File: config.mk
export PLATFORM = sky130hd
export DESIGN_NAME = cv32e40s_sleep_ctrl
export DESIGN_NICKNAME = d
export VERILOG_FILES = /design/src/rtl/cv32e40s_sleep_ctrl.sv
export SDC_FILE = /design/constraint.sdc
export NUM_CORES = 1
export LEC_CHECK = 0
export ABC_AREA = 1
export BUFFER_PORTS_ARGS = -buffer_cell sky130_fd_sc_hd__buf_4
export CORE_MARGIN = 2
export CORE_UTILIZATION = 53
export DETAILED_ROUTE_END_ITERATION = 8
export PLACE_DENSITY = 0.75
export SYNTH_ARGS = -nofsm -noshare
export SYNTH_HDL_FRONTEND = slang
export SYNTH_SLANG_ARGS = --single-unit
File: constraint.sdc
create_clock -name clk_ungated_i -period 2.05 [get_ports clk_ungated_i]
set_clock_uncertainty 0.2 [all_clocks]
set_input_delay 0.41 -clock clk_ungated_i [delete_from_list [all_inputs] [get_ports clk_ungated_i]]
set_output_delay 0.41 -clock clk_ungated_i [all_outputs]
set_load 0.03 [all_outputs]
File: src/rtl/cv32e40s_sleep_ctrl.sv
// Sleep controller: drives the core clock-gate enable on the ungated clock.
// Holds the core off until boot, gates it after a drained WFI, and restarts it on wake.
module cv32e40s_sleep_ctrl #(
    parameter int unsigned SLEEP_DELAY = 2,   // consecutive idle DRAIN cycles before gating (1..15)
    parameter int unsigned WAKE_CYCLES = 1    // clock-running cycles in WAKE before release (1..7)
) (
    input  logic clk_ungated_i,
    input  logic rst_ni,
    input  logic fetch_enable_i,
    input  logic wfi_req_i,
    input  logic pipe_idle_i,
    input  logic lsu_busy_i,
    input  logic wake_irq_i,
    input  logic debug_req_i,
    output logic clk_gate_en_o,
    output logic core_sleep_o,
    output logic wake_o
);

    localparam int unsigned CNT_W = 4;
    localparam logic [CNT_W-1:0] CNT_MAX   = {CNT_W{1'b1}};
    localparam logic [CNT_W-1:0] DRAIN_END = CNT_W'(SLEEP_DELAY - 1);
    localparam logic [CNT_W-1:0] WAKE_END  = CNT_W'(WAKE_CYCLES - 1);

    typedef enum logic [2:0] {
        S_BOOT  = 3'd0,
        S_RUN   = 3'd1,
        S_DRAIN = 3'd2,
        S_SLEEP = 3'd3,
        S_WAKE  = 3'd4
    } state_e;

    state_e           state_q, state_d;
    logic [CNT_W-1:0] cnt_q, cnt_d;
    logic             fe_q, fe_d;
    logic             en_q, en_d;
    logic             sleep_q, sleep_d;
    logic             wake_q, wake_d;

    logic             wake_c;
    logic             idle_c;
    logic [CNT_W-1:0] cnt_inc_c;

    assign wake_c    = wake_irq_i | debug_req_i;
    assign idle_c    = pipe_idle_i & ~lsu_busy_i;
    assign cnt_inc_c = (cnt_q == CNT_MAX) ? cnt_q : cnt_q + CNT_W'(1);

    // Next-state, counter and registered-output decode
    always_comb begin
        state_d = state_q;
        cnt_d   = cnt_q;
        fe_d    = fe_q | fetch_enable_i;
        en_d    = 1'b0;
        sleep_d = 1'b1;
        wake_d  = 1'b0;

        case (state_q)
            S_BOOT: begin
                // Boot permission is sticky; wake and WFI are ignored here
                if (fetch_enable_i || fe_q) begin
                    state_d = S_RUN;
                end
            end
            S_RUN: begin
                if (wfi_req_i && !wake_c) begin
                    state_d = S_DRAIN;
                    cnt_d   = '0;
                end
            end
            S_DRAIN: begin
                if (wake_c || !wfi_req_i) begin
                    state_d = S_RUN;
                end else if (!idle_c) begin
                    cnt_d = '0;
                end else if (cnt_q == DRAIN_END) begin
                    state_d = S_SLEEP;
                    cnt_d   = '0;
                end else begin
                    cnt_d = cnt_inc_c;
                end
            end
            S_SLEEP: begin
                if (wake_c) begin
                    state_d = S_WAKE;
                    cnt_d   = '0;
                end
            end
            S_WAKE: begin
                // Once started, wake always completes even if the request drops
                if (cnt_q == WAKE_END) begin
                    state_d = S_RUN;
                    cnt_d   = '0;
                    wake_d  = 1'b1;
                end else begin
                    cnt_d = cnt_inc_c;
                end
            end
            default: begin
                state_d = S_BOOT;
                cnt_d   = '0;
            end
        endcase

        case (state_d)
            S_RUN, S_DRAIN: begin
                en_d    = 1'b1;
                sleep_d = 1'b0;
            end
            S_WAKE: begin
                en_d    = 1'b1;
                sleep_d = 1'b1;
            end
            default: begin
                en_d    = 1'b0;
                sleep_d = 1'b1;
            end
        endcase
    end

    // State, counter and output flops; reset drops the gate enable immediately
    always_ff @(posedge clk_ungated_i or negedge rst_ni) begin
        if (!rst_ni) begin
            state_q <= S_BOOT;
            cnt_q   <= '0;
            fe_q    <= 1'b0;
            en_q    <= 1'b0;
            sleep_q <= 1'b1;
            wake_q  <= 1'b0;
        end else begin
            state_q <= state_d;
            cnt_q   <= cnt_d;
            fe_q    <= fe_d;
            en_q    <= en_d;
            sleep_q <= sleep_d;
            wake_q  <= wake_d;
        end
    end

    assign clk_gate_en_o = en_q;
    assign core_sleep_o  = sleep_q;
    assign wake_o        = wake_q;

endmodule
==> flow_summary.json, run 1 <==
{
  "antenna_left": 0,
  "drc": 0,
  "critPathRequiredTime_ns": 2.01,
  "switchingPower_uw": 431,
  "drt-vias-per-instance": 4.99,
  "reg2reg_from": "cnt_q[0]",
  "synth_top_cell_area_share": 0.353,
  "cap_violations": 0,
  "synth-seq-area-share": 0.390,
  "crit_chain": "inv_1 -> ha_1 -> nand3_2 -> inv_1 -> nand2_1 -> nand2_1 -> nor2_1 -> nand2_2 -> nand2_1 -> nand3_1",
  "final.fill_count": 130,
  "antenna_found_initial": 0,
  "p_int_uw": 530,
  "postLayoutCellArea_um2": 838,
  "grt_overflow": 0,
  "io_pins": 11,
  "drive_gt1_frac": 0.239,
  "clock_power_share": 0.159,
  "grt_max_degree": 12,
  "avgSynthCellArea_um2": 6.94,
  "syn-num-nets": 113,
  "relSlewSlack": 0.786,
  "max_stage_delay_ns": 0.44,
  "hp-class": "input port to flip-flop",
  "ys_types": 19,
  "wl_um": 1470,
  "sw_frac_of_total": 0.449,
  "clock_latency_ns": 0.28,
  "port-buffer-count": 10,
  "clock-sinks": 11,
  "cts-htree-levels": 1,
  "netlist_area_um2": 708,
  "dp_hpwl_um": 1140,
  "rsz0062_at_grt": "false",
  "ir_drop_v": 0.000674,
  "p_seq_frac": 0.350,
  "routabilityCongestion": 0.763,
  "fmax_mhz": 595,
  "ys.warnings.count": 0,
  "r2r_cells": 10,
  "setup_viol": 0,
  "rows": 13,
  "outcome": "completed",
  "drt_iter0_drc": 7,
  "tightest_slew_ns": 0.318,
  "cts_buffers": 3,
  "die_height_um": 40.6,
  "min_path_cells": 2,
  "grt_util_all_layers": 0.248,
  "synth_cells": 102,
  "cts_setup_buffers": 0,
  "antenna_cells": 0,
  "nets": 129,
  "min_from": "fetch_enable_i",
  "die_w_um": 40.6,
  "path_common_cell": "nand2_1",
  "cp-end-kind": "flip-flop",
  "dpl_cell_area_um2": 802,
  "startpoint_type": "flip-flop",
  "synth-seq-cells": 11,
  "first_global_vias": 631,
  "slew_violations": 0,
  "post_drt_wl_per_cell_um": 11.1,
  "clock-root-buffer": "clkbuf_4",
  "cts_buffer_depth": 2,
  "core_um2": 1270,
  "cp_slowest_cell": "dfrtp_1",
  "most-common-layout-cells": "nand2_1 (32), inv_1 (14), nand3_1 (14)",
  "critPathMaxFanout": 6,
  "dieArea_um2": 1640,
  "num_vias": 659,
  "crit_arrival_ns": 1.64,
  "comb_power_share": 0.492,
  "grt_first_pass_wirelength_um": 2500,
  "min_period_ns": 1.68,
  "yosys-top-cells-area": "dfrtp_1 (35%), nand2_1 (17%), nand3_1 (9.9%), inv_1 (7.4%), ha_1 (5.3%)",
  "leakage_uw": 0.000481,
  "start_util": 0.558,
  "power.density_nw_per_um2": 1150,
  "setup_tns_ns": 0,
  "hold_viol_final": 0,
  "reg2reg_setup_slack_ns": 0.37,
  "clk_pin_slew_worst_paths_ns": 0.07,
  "reg2reg_to": "clk_gate_en_o",
  "mostFrequentLayoutCell": "nand2_1",
  "finalCritPeriodShare": 0.819,
  "synth_largest_area_cell": "dfrtp_1",
  "hold_end": "fe_q",
  "first_pass_iters": 4,
  "cts_tree": "done",
  "criticalPathCategory": "flip-flop to flip-flop",
  "area_growth_pct": 18.4
}
[worst max-delay path, delay by kind of cell (launching register included)]
family        cells  cell delay [ns]
fa+ha+maj         1             0.22
buf+inv           2             0.14
flops             1             0.44
simple gates      7             0.57
[synthesized netlist by cell type, drive strengths merged]
cell type	n
nor3	3
xnor2	1
dfrtp	10
nand3	15
dfstp	1
ha	3
inv	19
nor2	10
nand2	34
nand4	1
o21ai	3
or2	2
[area by class of cell]
type	count	area, µm²	area share
Sequential cell	11	277	0.330
Timing Repair Buffer	11	85.1	0.101
Multi-Input combinational cell	72	360	0.430
Inverter	19	71.3	0.0851
Tap cell	15	18.8	0.0224
Clock buffer	4	26.3	0.0313
[metrics by stage]
stage	setup WS [ns]	utilization	power, µW	instances	hold slack [ns]
3_3_place_gp	0.456	0.632	789	127	0.0462
4_1_cts	0.380	0.661	970	132	0.134
6_report	0.370	0.661	961	132	0.139
2_1_floorplan	0.548	-	687	102	-0.0856
3_5_place_dp	0.408	0.632	807	127	0.0494
5_1_grt	0.259	0.661	1060	132	0.144
[power by group through the flow]
stage               clock network, µW  registers, µW  logic, µW
floorplan                           0            372        316
global placement                    0            338        451
detailed placement                  0            340        467
CTS                               158            336        476
global route                      166            348        543
finish                            153            336        472
[per-layer routing]
metal,track usage,vias to the layer above,share of wire
met3,0.0833,4,0.035
met2,0.456,8,0.54
li1,-,342,-
met4,0.150,0,0.027
met5,0,-,0
met1,0.231,305,0.40
[flip-flops by register name, summed over array words and instances, names as in the netlist]
signal         count
clk_gate_en_o      1
core_sleep_o       1
fe_q               1
cnt_q              4
wake_o             1
state_q            3
[worst max-delay path by stage]
stage / start / endpoint / cells past startpoint
after floorplan: cnt_q[0] / clk_gate_en_o / 10
after global placement: fetch_enable_i / clk_gate_en_o / 8
after detailed placement: cnt_q[0] / clk_gate_en_o / 10
after CTS: cnt_q[0] / clk_gate_en_o / 10
after global routing: cnt_q[0] / clk_gate_en_o / 10
final: cnt_q[0] / clk_gate_en_o / 10
[kinds of logic (layout without fill, tap and decap cells)]
family,after synthesis,in the layout,synth area share
and+or+nand+nor,65,65,0.422
DFF,11,11,0.390
xor gates and xnor gates,1,1,0.0124
adders and majority gates,3,3,0.0530
buffers and inverters,19,34,0.101
AOI/OAI and AO/OA,3,3,0.0212
[repair_timing]
item,4_1_cts,5_1_grt
hold endpoints to repair,11,0
hold buffers,1,0
gates resized for setup,0,0
endpoints found under the setup margin,0,0
(Power assumes the default switching activity.)
==> run 2: changes to the inputs <==
--- a/config.mk
+++ b/config.mk
@@ -5,12 +5,12 @@
 export SDC_FILE = /design/constraint.sdc
 export NUM_CORES = 1
 export LEC_CHECK = 0
-export ABC_AREA = 1
+export ABC_AREA = 0
 export BUFFER_PORTS_ARGS = -buffer_cell sky130_fd_sc_hd__buf_4
 export CORE_MARGIN = 2
-export CORE_UTILIZATION = 53
+export CORE_UTILIZATION = 52
 export DETAILED_ROUTE_END_ITERATION = 8
-export PLACE_DENSITY = 0.75
+export PLACE_DENSITY = 0.74
 export SYNTH_ARGS = -nofsm -noshare
 export SYNTH_HDL_FRONTEND = slang
 export SYNTH_SLANG_ARGS = --single-unit
==> constraint.sdc (replaced) <==
create_clock -name clk_ungated_i -period 1.64 [get_ports clk_ungated_i]
set_clock_uncertainty 0.2 [all_clocks]
set_input_delay 0.328 -clock clk_ungated_i [delete_from_list [all_inputs] [get_ports clk_ungated_i]]
set_output_delay 0.328 -clock clk_ungated_i [all_outputs]
set_load 0.03 [all_outputs]
==> flow_summary.json, run 2 <==
{
  "outcome": "complete, but fails checks",
  "violations": "setup timing",
  "mostFrequentLayoutCell": "buf_4",
  "first_global_vias": 544,
  "hold_viol_final": 0,
  "num_vias": 609,
  "routabilityCongestion": 0.730,
  "cts-htree-levels": 1,
  "port-buffer-count": 10,
  "crit_arrival_ns": 1.95,
  "drive_gt1_frac": 0.531,
  "largest_register": "cnt_q",
  "ys.warnings.count": 0,
  "setup_viol": 8,
  "cap_violations": 0,
  "die_height_um": 40.1,
  "setup_tns_ns": -1.92,
  "synth_edf_count": 0,
  "tightest_slew_ns": 0.421,
  "grt_first_pass_wirelength_um": 2260,
  "power_uw": 1250,
  "post-place-ws_ns": -0.355,
  "criticalPathCategory": "flip-flop to flip-flop",
  "largest_reg_flops": 4,
  "synth_cells": 67,
  "power.density_nw_per_um2": 1300,
  "min_period_ns": 2.00,
  "synth_common_cells": "dfrtp_1 (10), nor3_1 (7), inv_1 (4), nand3_1 (4)",
  "dp_hpwl_um": 1070,
  "first_pass_iters": 4,
  "rows": 13,
  "synth_top_cell_area_share": 0.370,
  "avgSynthCellArea_um2": 10.1,
  "async_flop_share": 1.00,
  "io_pins": 11,
  "critPathMaxFanout": 2,
  "die_w_um": 40.1,
  "synth-seq-area-share": 0.409,
  "hold_ws_ns": 0.0905,
  "startpoint_type": "flip-flop",
  "critPathRequiredTime_ns": 1.59,
  "largestRegisters": "cnt_q x4, state_q x3",
  "ir_drop_v": 0.000713,
  "cp-end-kind": "flip-flop",
  "antenna_cells": 0,
  "synth-seq-cells": 11,
  "clk_pin_slew_worst_paths_ns": 0.07,
  "rsz0062_at_grt": "true",
  "synth_largest_area_cell": "dfrtp_1",
  "clock_latency_ns": 0.27,
  "min_path_cells": 2,
  "antenna_found_initial": 0,
  "drt-vias-per-instance": 5.49,
  "clock-root-buffer": "clkbuf_4",
  "yosys.cell_count.top_type": "dfrtp_1",
  "cts_buffers": 3,
  "reg2reg_from": "cnt_q[0]",
  "relSlewSlack": 0.719,
  "ys_types": 34,
  "leakage_uw": 0.000463,
  "reg2reg_to": "clk_gate_en_o",
  "cts_buffer_depth": 2,
  "r2r_cells": 6,
  "grt_overflow": 0,
  "hp-class": "input port to flip-flop",
  "finalCritPeriodShare": 1.22,
  "grt_max_degree": 12,
  "most-common-layout-cells": "buf_4 (27), dfrtp_1 (10), nor3_1 (4), nand3_1 (4)",
  "reg2reg_setup_slack_ns": -0.36,
  "drc": 0,
  "start_util": 0.540,
  "post_drt_wl_per_cell_um": 13.8,
  "yosys-top-cells-area": "dfrtp_1 (37%), ha_1 (5.5%), nor3_1 (5.2%), dfstp_2 (3.9%), or3b_4 (3.3%)",
  "synthFlopType": "dfrtp_1",
  "nets": 108,
  "grt_util_all_layers": 0.222,
  "wl_um": 1540,
  "setup_ws_ns": -0.359,
  "hold_end": "fe_q",
  "core_um2": 1250,
  "min_from": "fetch_enable_i",
  "netlist_area_um2": 677,
  "slew_violations": 0,
  "fmax_mhz": 500,
  "antenna_left": 0,
  "area_growth_pct": 42.0,
  "clock-sinks": 11,
  "syn-num-nets": 78,
  "drt_iter0_drc": 15,
  "cts_tree": "done",
  "dieArea_um2": 1610
}
-- run 2: changes by cell type in the layout (fill, tap and decap cells not counted), moves of 3 or more --
cell,previous run,this run
a21oi_1,0,3
buf_4,10,27
inv_1,14,2
inv_2,5,2
nand2_1,32,2
nand3_1,14,4
nor2_1,6,2
nor2_2,4,0
-- run 2: how the worst max path moves through the flow --
stage / slack (ns) / end / startpoint / cells past startpoint
final: -0.36 / clk_gate_en_o / cnt_q[0] / 6
after global routing: -0.42 / clk_gate_en_o / cnt_q[0] / 6
after CTS: -0.35 / clk_gate_en_o / cnt_q[0] / 6
after detailed placement: -0.35 / clk_gate_en_o / cnt_q[0] / 6
after global placement: -0.31 / clk_gate_en_o / cnt_q[1] / 6
after floorplan: -0.37 / clk_gate_en_o / cnt_q[0] / 6
-- run 2: metal layers --
| layer | vias up | part of all wire | GRT usage |
|---|---|---|---|
| met5 | - | 0 | 0 |
| li1 | 304 | - | - |
| met2 | 12 | 0.46 | 0.355 |
| met1 | 288 | 0.48 | 0.271 |
| met4 | 0 | 0.023 | 0.103 |
| met3 | 5 | 0.035 | 0.0667 |
-- run 2: repair_timing --
| action | CTS | global route |
|---|---|---|
| setup endpoints to repair | 8 | 8 |
| hold endpoints to repair | 11 | 0 |
| pin swaps | 2 | 2 |
| setup buffers | 1 | 1 |
| hold buffers | 1 | 0 |
| gates resized for setup | 7 | 3 |
-- run 2: worst max-delay path, stage by stage (launching register included) --
cell and delay (ns):
dfrtp_1 0.39, inv_2 0.06, ha_1 0.13, or3b_4 0.37
nor2b_4 0.13, or3_1 0.33, mux2_4 0.26
-- run 2: per-stage QoR --
step | utilization | area (µm²) | std cells
global route | 0.767 | 961 | 111
detailed placement | 0.688 | 862 | 104
global placement | 0.688 | 862 | 104
CTS | 0.746 | 935 | 110
finish | 0.767 | 961 | 111
floorplan | - | 677 | 67
-- run 2: area by class of cell --
cell class,instances,area [µm²]
repair buffers,28,213
multi-input cells,49,412
well taps,15,18.8
fillers,86,292
inverters,4,15.0
clock buffers,4,26.3
flip-flops and latches,11,277
-- run 2: logic make-up after synthesis --
logic type / count (synthesis) / synth area share
AND/OR/NAND/NOR: 31 / 0.294
AO/OA/AOI/OAI: 11 / 0.124
flip-flops: 11 / 0.409
buffers and inverters: 7 / 0.0536
adder cells (fa/ha/maj): 4 / 0.0721
XOR/XNOR: 2 / 0.0259
multiplexers: 1 / 0.0222
-- run 2: power by group --
| part | total (µW) | switching, µW | internal, µW |
|---|---|---|---|
| Clock | 184 | 89.8 | 94.1 |
| Combinational | 672 | 308 | 364 |
| Sequential | 393 | 51.6 | 341 |
| Total | 1250 | 450 | 799 |
